===== config.mk =====
export PLATFORM = sky130hd
export DESIGN_NAME = speed_level_controller
export DESIGN_NICKNAME = d
export VERILOG_FILES = /design/src/rtl/speed_level_controller.sv
export SDC_FILE = /design/constraint.sdc
export NUM_CORES = 1
export LEC_CHECK = 0
export ABC_AREA = 1
export CORE_AREA = 3 3 45 47
export CTS_CLUSTER_SIZE = 16
export DETAILED_ROUTE_END_ITERATION = 16
export DIE_AREA = 0 0 48 50
export PLACE_DENSITY = 0.79
export SLEW_MARGIN = 20
export SYNTH_ARGS = -nofsm -noshare
export SYNTH_HDL_FRONTEND = slang
export SYNTH_SLANG_ARGS = --single-unit

===== constraint.sdc =====
create_clock -name clk -period 3.7 [get_ports clk]
set_input_delay 0.555 -clock clk [delete_from_list [all_inputs] [get_ports clk]]
set_output_delay 0.555 -clock clk [all_outputs]
set_load 0.01 [all_outputs]

===== src/rtl/speed_level_controller.sv =====
// speed_level_controller: 4-level speed selector with edge-triggered buttons, e-stop stepping and ramp hold
module speed_level_controller #(
  parameter int RAMP_CYCLES = 4
) (
  input  logic       clk,
  input  logic       reset,
  input  logic       btn_up,
  input  logic       btn_down,
  input  logic       e_stop,
  output logic [1:0] vel_code,
  output logic       busy,
  output logic       changed,
  output logic       at_max,
  output logic       at_min,
  output logic       stopped
);
  typedef enum logic {IDLE, HOLD} state_t;
  state_t     state;
  logic [1:0] level;
  logic [7:0] cnt;
  logic       up_q, dn_q, es_q;
  logic       up_edge, dn_edge, go_up, go_dn;
  assign up_edge  = btn_up & ~up_q;
  assign dn_edge  = btn_down & ~dn_q;
  assign go_dn    = level != 2'd0 && (e_stop || (dn_edge && !up_edge));
  assign go_up    = !e_stop && up_edge && !dn_edge && level != 2'd3;
  assign vel_code = level;
  assign at_max   = level == 2'd3;
  assign at_min   = level == 2'd0;
  assign stopped  = es_q && level == 2'd0;
  // Edge history, level commits and the ramp hold timer; buttons ignored outside IDLE
  always_ff @(posedge clk) begin
    if (reset) begin
      state   <= IDLE;
      level   <= 2'd0;
      cnt     <= 8'd0;
      busy    <= 1'b0;
      changed <= 1'b0;
      up_q    <= 1'b1;
      dn_q    <= 1'b1;
      es_q    <= e_stop;
    end else begin
      up_q    <= btn_up;
      dn_q    <= btn_down;
      es_q    <= e_stop;
      changed <= 1'b0;
      if (state == IDLE) begin
        if (go_dn || go_up) begin
          level   <= go_dn ? level - 2'd1 : level + 2'd1;
          state   <= HOLD;
          cnt     <= 8'(RAMP_CYCLES - 1);
          busy    <= 1'b1;
          changed <= 1'b1;
        end
      end else if (cnt == 8'd0) begin
        state <= IDLE;
        busy  <= 1'b0;
      end else begin
        cnt <= cnt - 8'd1;
      end
    end
  end
endmodule

==> PnR_summary.wiki, run 1 <==
{| class="wikitable"
! Metric !! Value
|-
| Max rail drop VDD || 0.2341 mV
|-
| Drt initial violations || 15
|-
| Final worst path period share || 56.62%
|-
| Origin of the worst min-delay path || busy$_SDFFE_PP0P_
|-
| RSZ-0062 raised after global routing || no
|-
| Summed negative setup slack over all endpoints || 0 ns
|-
| Via Count || 796
|-
| Register bit total from synthesis || 16
|-
| Post-placement setup slack || 1.843 ns
|-
| Clock Skews || 0.01352 ns
|-
| CP Data Arrival Time || 1.54 ns
|-
| CTS tree || yes
|-
| Wire length of the first global-routing pass || 3.029 mm
|-
| Overall power of the completed layout || 404.5 µW
|-
| Layout overhead on the synthesized area || 18.14%
|-
| Nets || 149
|-
| Number of DRC violations after detailed routing || 0
|-
| Clock-pin slew on the worst setup and hold paths || 0.08 ns
|-
| Area of the mapped netlist || 903.4 µm²
|-
| Cts repair resizes || 0
|-
| Final setup violating endpoints || 0
|-
| # fillers || 170
|-
| Vias in the first global route || 760
|-
| Worst setup margin || 1.605 ns
|-
| Largest family of logic cells by synthesized area || simple AND/OR/NAND/NOR gates
|-
| Met1 global-route usage || 16.96%
|-
| Number of port buffers || 11
|-
| Share of layout cells above drive strength 1 || 19.15%
|-
| Type of origin of the critical path || flop
|-
| Initial antenna violation count || 0
|-
| Adder-cell share of the synthesized area || 2.770%
|-
| Worst r2r dst || cnt[2]$_SDFFE_PP0P_
|-
| Worst Hold Class || flop to flop
|-
| Die Width || 48 µm
|-
| GR Util met3 || 3.285%
|-
| Number of failing hold endpoints at the final stage || 0
|-
| Bufs on Longest Clock Path || 2
|-
| Standard cell core area || 1689 µm²
|-
| Die span in y || 50 µm
|-
| First-pass detailed-route iteration total || 5
|-
| Global route overflow || 0
|-
| Number of primary I/O pins || 12
|-
| Final number of max-transition violations || 0
|-
| # Post-CTS Setup Buffers || 0
|-
| Pwr Density || 379.0 nW/µm²
|-
| Met2 Usage GRT || 33.48%
|-
| Worst R2R Path Depth || 11
|-
| Achievable frequency || 0.4773 GHz
|-
| Clk_lat worst skew || 0.30 ns
|-
| Fraction of synthesized area in multiplexers || 0%
|-
| Capture endpoint of the worst hold path || busy$_SDFFE_PP0P_
|-
| # diodes || 0
|-
| Most crowded layer after global routing || met2
|-
| H-Tree Level Count || 1
|-
| Count of cell types in the netlist || 22
|-
| Root buffer cell || sky130_fd_sc_hd__clkbuf_4
|-
| Share of the synthesized area in compound gates (AO/OA/AOI/OAI) || 4.432%
|-
| Final HPWL from detailed placement || 1.375 mm
|-
| Transition time at the pin with the least slew margin || 0.2936 ns
|-
| Standby leakage power || 0.0005244 µW
|-
| Clk sinks || 16
|-
| Effective utilization at floorplan || 53.48%
|-
| Slew margin rel. || 80.36%
|-
| GR Util All Layers || 17.57%
|-
| Average size of a mapped cell || 7.113 µm²
|-
| Category of the most critical setup path || flop to output port
|-
| Crit Reg-Reg Startpoint || cnt[1]$_SDFFE_PP0P_
|-
| Total nets after synthesis || 134
|-
| Final period demand of the worst path || 2.095 ns
|-
| Critical Path RT || 3.14 ns
|-
| CP Max Fanout || 5
|-
| Site Rows || 15
|-
| Post-DR wirelength/cell || 11.05 µm
|-
| Hold Path Stages || 2
|-
| Overall die area || 2400 µm²
|-
| Instance count of the mapped netlist || 127
|-
| Seq/Total Area, Yosys || 35.46%
|-
| Number of warning messages in the yosys log || 0
|-
| Result of the run || finished, final reports clean
|-
| Endpoint class of the critical path || output port
|-
| Max-cap violation count || 0
|-
| Via density per instance || 5.038
|-
| Simple-gate area share of the yosys netlist || 44.32%
|-
| Final WL || 1.746 mm
|-
| Post-Route Hold Slack || 0.5030 ns
|-
| Hold bufs inserted after CTS || 0
|-
| Maximum number of pins on one net before global-route repair || 11
|-
| Reg2Reg Setup Slack || 2.40 ns
|-
| Placer congestion estimate || 0.8265
|-
| Number of nets with antenna violations after detailed routing || 0
|-
| Synth Area in XOR/XNOR || 0.9695%
|-
| Total CTS buffers || 3
|-
| Final core occ || 63.19%
|}
[registers in the layout, summed over array words and instances, names as in the netlist]
register / count
vel_code: 2
changed: 1
up_q: 1
cnt: 8
es_q: 1
dn_q: 1
busy: 1
state: 1
[synth_stat cells, drive strengths merged]
cell type  instances  area, µm²
nand2             35      193.9
inv               22      87.58
nor2              21      91.33
nand3             18      100.1
dfxtp             16      320.3
a21oi              5      25.02
o21ai              3      15.01
ha                 2      25.02
or2                2      15.02
bufinv             1      17.52
clkbuf             1      3.750
xor2               1      8.760
[kinds of logic (layout without fill, tap and decap cells)]
group                    count (synthesis)  count (layout)
flip-flops                              16              16
XOR/XNOR                                 1               1
AO/OA/AOI/OAI                            8               8
adder cells (fa/ha/maj)                  2               2
AND/OR/NAND/NOR                         76              76
buffers and inverters                   24              38
[worst max path at each step]
stage | startpoint | end | slack, ns | cells after the start
after CTS | vel_code[0]$_SDFFE_PP0P_ | stopped | 1.59 | 3
final | vel_code[0]$_SDFFE_PP0P_ | stopped | 1.61 | 3
after global routing | vel_code[0]$_SDFFE_PP0P_ | stopped | 1.53 | 3
after detailed placement | btn_down | cnt[7]$_SDFFE_PP0P_ | 1.84 | 11
after floorplan | vel_code[0]$_SDFFE_PP0P_ | stopped | 2.36 | 2
after global placement | e_stop | vel_code[0]$_SDFFE_PP0P_ | 1.92 | 11
[where the power goes]
part           internal [µW]  switching (µW)  total [µW]
sequential               181            6.07         187
clock                   60.1            57.8         118
combinational           41.3            58.0        99.3
total                    283             122         404
[stage by stage]
stage,cells,area (µm²)
after floorplan,127,903.4
after global placement,154,1031
after detailed placement,154,1031
after CTS,158,1067
after global routing,158,1067
final,158,1067
[worst max-delay path, stage by stage, from the launching register on]
cell and delay (ns):
sky130_fd_sc_hd__dfxtp_1 0.35, sky130_fd_sc_hd__or2_4 0.28, sky130_fd_sc_hd__nor2_1 0.09, sky130_fd_sc_hd__clkdlybuf4s50_1 0.53
[routing by layer]
layer | vias to the layer above | share of wire, %
li1 | 418 | -
met1 | 362 | 41
met2 | 12 | 54
met3 | 4 | 2.6
met4 | 0 | 1.6
met5 | - | 0
[layout make-up]
class                   count  area (µm²)  area share (%)
clock buffers               4       36.28           3.400
flip-flops and latches     16       320.3           30.01
multi-input cells          87       474.2           44.43
repair buffers             11       110.1           10.32
well taps                  17       21.27           1.993
inverters                  23       105.1           9.848
[layout by cell type, fill, tap and decap left out, drive strengths merged]
cell type,count
nor2,21
clkbuf,4
nand2,35
clkdlybuf4s50,11
bufinv,1
dfxtp,16
xor2,1
inv,22
ha,2
a21oi,5
o21ai,3
nand3,18
or2,2
Note: power is estimated with default switching activity, not from simulation.
==> run 2, diff against run 1 <==
--- a/config.mk
+++ b/config.mk
@@ -6,11 +6,11 @@
 export NUM_CORES = 1
 export LEC_CHECK = 0
 export ABC_AREA = 1
-export CORE_AREA = 3 3 45 47
+export CORE_AREA = 3 3 48 50
 export CTS_CLUSTER_SIZE = 16
 export DETAILED_ROUTE_END_ITERATION = 16
-export DIE_AREA = 0 0 48 50
-export PLACE_DENSITY = 0.79
+export DIE_AREA = 0 0 51 53
+export PLACE_DENSITY = 0.73
 export SLEW_MARGIN = 20
 export SYNTH_ARGS = -nofsm -noshare
 export SYNTH_HDL_FRONTEND = slang
==> constraint.sdc (replaced) <==
create_clock -name clk -period 1.9 [get_ports clk]
set_input_delay 0.285 -clock clk [delete_from_list [all_inputs] [get_ports clk]]
set_output_delay 0.285 -clock clk [all_outputs]
set_load 0.01 [all_outputs]
==> run 2 against run 1 <==
Net effect:
- power up 93%
- register-to-register slack worse by 1.8 ns
- die area up 13%
- final area up 1.9%
- count of clock-buffer cells in the layout unchanged
- non-clock buffer count up 1
- final cell count up 7.0%
==> PnR_summary.wiki, run 2 (same netlist as run 1, synthesis figures left out) <==
{| class="wikitable"
! Metric !! Value
|-
| Flip-flop count of the largest register after layout || 8 (unchanged)
|-
| Summed negative setup slack over all endpoints || 0 ns (unchanged)
|-
| Endpoint class of the critical path || output port
|-
| Worst r2r dst || cnt[2]$_SDFFE_PP0P_
|-
| Slew margin rel. || 82.35% (+2.0 points)
|-
| First-pass detailed-route iteration total || 4 (-1)
|-
| Total non-filler cell area in the finished layout || 1087 µm² (+1.9%)
|-
| # fillers || 198 (+16%)
|-
| Post-DR wirelength/cell || 9.941 µm (-10%)
|-
| Overall power of the completed layout || 782.5 µW (+93%)
|-
| Critical Path RT || 1.62 ns (-1.52 ns)
|-
| Sequential fraction of design power || 46.6% (+0.3 points)
|-
| Clock-pin slew on the worst setup and hold paths || 0.10 ns (+0.02 ns)
|-
| Result of the run || finished, final reports clean
|-
| Worst R2R Path Depth || 11 (unchanged)
|-
| Drt initial violations || 14 (-1)
|-
| Setup crit start || vel_code[0]$_SDFFE_PP0P_
|-
| Standard cell core area || 1942 µm² (+15%)
|-
| Crit Reg-Reg Startpoint || cnt[1]$_SDFFE_PP0P_
|-
| Pwr Density || 719.7 nW/µm² (+90%)
|-
| Reg2Reg Setup Slack || 0.62 ns (-1.78 ns)
|-
| # diodes || 0 (unchanged)
|-
| Number of cells in the design after placement || 165 (+7.1%)
|-
| Category of the most critical setup path || flop to output port
|-
| Bufs on Longest Clock Path || 2 (unchanged)
|-
| Layout overhead on the synthesized area || 20.36%
|-
| Final setup violating endpoints || 0 (unchanged)
|-
| Fraction of power consumed by the clock network || 28.6% (-0.5 points)
|-
| Via Count || 793 (-0.38%)
|-
| Final cell count without fillers || 169 (+7.0%)
|-
| Final WL || 1.680 mm (-3.8%)
|-
| Switching power || 231.3 µW (+90%)
|-
| Placed cell area || 1051 µm² (+1.9%)
|-
| Largest Register || cnt
|-
| Final HPWL from detailed placement || 1.326 mm (-3.6%)
|-
| Clock Skews || 0.002038 ns (-0.01149 ns)
|-
| GR Util All Layers || 14.56% (-3.0 points)
|-
| Most frequent standard cell in the layout excluding fill and tap cells || sky130_fd_sc_hd__nand2_1
|-
| Transition time at the pin with the least slew margin || 0.2644 ns (-0.02923 ns)
|-
| Placer congestion estimate || 0.7858 (-4.9%)
|-
| Share of layout cells above drive strength 1 || 19.72% (+0.57 points)
|-
| Site Rows || 16 (+1)
|-
| Max-cap violation count || 0 (unchanged)
|-
| Number of primary I/O pins || 12 (unchanged)
|-
| CP Data Arrival Time || 1.52 ns (-0.02 ns)
|-
| RSZ-0062 raised after global routing || no
|-
| Initial antenna violation count || 0 (unchanged)
|-
| Type of origin of the critical path || flop
|-
| Final period demand of the worst path || 1.806 ns
|-
| Total CTS buffers || 3 (unchanged)
|-
| Die Width || 51 µm (+6.3%)
|-
| Number of port buffers || 11 (unchanged)
|-
| Max rail drop VDD || 0.4696 mV (+100%)
|-
| Sw Ratio || 29.56% (-0.57 points)
|-
| Hold bufs inserted after CTS || 0 (unchanged)
|-
| Share of power burned in combinational logic || 24.8% (+0.3 points)
|-
| Number of nets with antenna violations after detailed routing || 0 (unchanged)
|-
| CP Max Fanout || 5 (unchanged)
|-
| Final number of max-transition violations || 0 (unchanged)
|-
| Nets || 150 (+0.67%)
|-
| Final worst path period share || 95.06%
|-
| Vias in the first global route || 720 (-5.3%)
|-
| Overall die area || 2703 µm² (+13%)
|-
| H-Tree Level Count || 1 (unchanged)
|-
| Root buffer cell || sky130_fd_sc_hd__clkbuf_4
|-
| Effective utilization at floorplan || 46.52% (-7.0 points)
|-
| CTS tree || yes
|-
| Maximum number of pins on one net before global-route repair || 11 (unchanged)
|-
| Cts repair resizes || 0 (unchanged)
|-
| Commonest cells after routing, fill and taps aside || sky130_fd_sc_hd__nand2_1 (27), sky130_fd_sc_hd__nor2_1 (18), sky130_fd_sc_hd__nand3_1 (16), sky130_fd_sc_hd__dfxtp_1 (16), sky130_fd_sc_hd__inv_1 (15)
|-
| Number of failing hold endpoints at the final stage || 0 (unchanged)
|-
| Die span in y || 53 µm (+6.0%)
|-
| Number of DRC violations after detailed routing || 0 (unchanged)
|-
| Setup crit end || stopped
|-
| Wire length of the first global-routing pass || 2.987 mm (-1.4%)
|-
| Achievable frequency || 0.5536 GHz
|-
| Global route overflow || 0 (unchanged)
|-
| Worst Hold Class || primary input to flop
|-
| Via density per instance || 4.692 (-6.9%)
|-
| Internal power || 551.2 µW (+95%)
|-
| # Post-CTS Setup Buffers || 0 (unchanged)
|-
| Standby leakage power || 0.0005292 µW (+0.92%)
|-
| Clk_lat worst skew || 0.28 ns (-0.02 ns)
|-
| Clk sinks || 16 (unchanged)
|}
==> run 2: cell types whose count changed in the layout (fill, tap and decap cells not counted), sizes merged <==
cell  before  now
buf        0    1
==> run 2: stage by stage <==
| stage | hold WS, ns | setup WS (ns) | utilization [%] |
|---|---|---|---|
| floorplan | 0.3127 | 0.7231 | - |
| global placement | 0.4610 | 0.3726 | 54.12 |
| detailed placement | 0.4708 | 0.3412 | 54.12 |
| CTS | 0.4710 | 0.08256 | 55.99 |
| global route | 0.4754 | 0.002686 | 55.99 |
| finish | 0.4787 | 0.09380 | 55.99 |
==> run 2: layer usage <==
metal	up-vias	routed length [µm]	GRT usage [%]	part of all wire (%)
met4	0	19	4.036	1.1
met5	-	0	0	0
li1	421	-	-	-
met1	354	752	16.81	45
met2	14	849	26.39	51
met3	4	59	3.662	3.5
==> run 2: worst min-delay path by stage <==
| stage | startpoint | endpoint | slack [ns] | depth (start not counted) |
|---|---|---|---|---|
| final | e_stop | es_q$_DFF_P_ | 0.48 | 1 |
| after global routing | e_stop | es_q$_DFF_P_ | 0.48 | 1 |
| after floorplan | e_stop | es_q$_DFF_P_ | 0.31 | 0 |
| after CTS | e_stop | es_q$_DFF_P_ | 0.47 | 1 |
| after global placement | busy$_SDFFE_PP0P_ | busy$_SDFFE_PP0P_ | 0.46 | 2 |
| after detailed placement | busy$_SDFFE_PP0P_ | busy$_SDFFE_PP0P_ | 0.47 | 2 |
==> run 2: power by group through the flow <==
stage | Sequential [µW] | Combinational [µW] | Clock, µW
floorplan | 373 | 143 | 0
global placement | 372 | 190 | 0
detailed placement | 372 | 195 | 0
CTS | 365 | 196 | 231
global route | 367 | 218 | 246
finish | 365 | 194 | 224
==> run 2: critical path: stages (launching register included) <==
cell and delay (ns):
sky130_fd_sc_hd__dfxtp_1 0.35, sky130_fd_sc_hd__or2_4 0.28, sky130_fd_sc_hd__nor2_1 0.08, sky130_fd_sc_hd__clkdlybuf4s50_1 0.53
==> run 2: final cells by class <==
| cell class | instances | area (µm²) | share of cell area (%) |
|---|---|---|---|
| Clock buffer | 4 | 36.28 | 3.337 |
| Multi-Input combinational cell | 87 | 474.2 | 43.61 |
| Tap cell | 27 | 33.78 | 3.107 |
| Sequential cell | 16 | 320.3 | 29.46 |
| Timing Repair Buffer | 12 | 117.6 | 10.82 |
| Inverter | 23 | 105.1 | 9.666 |
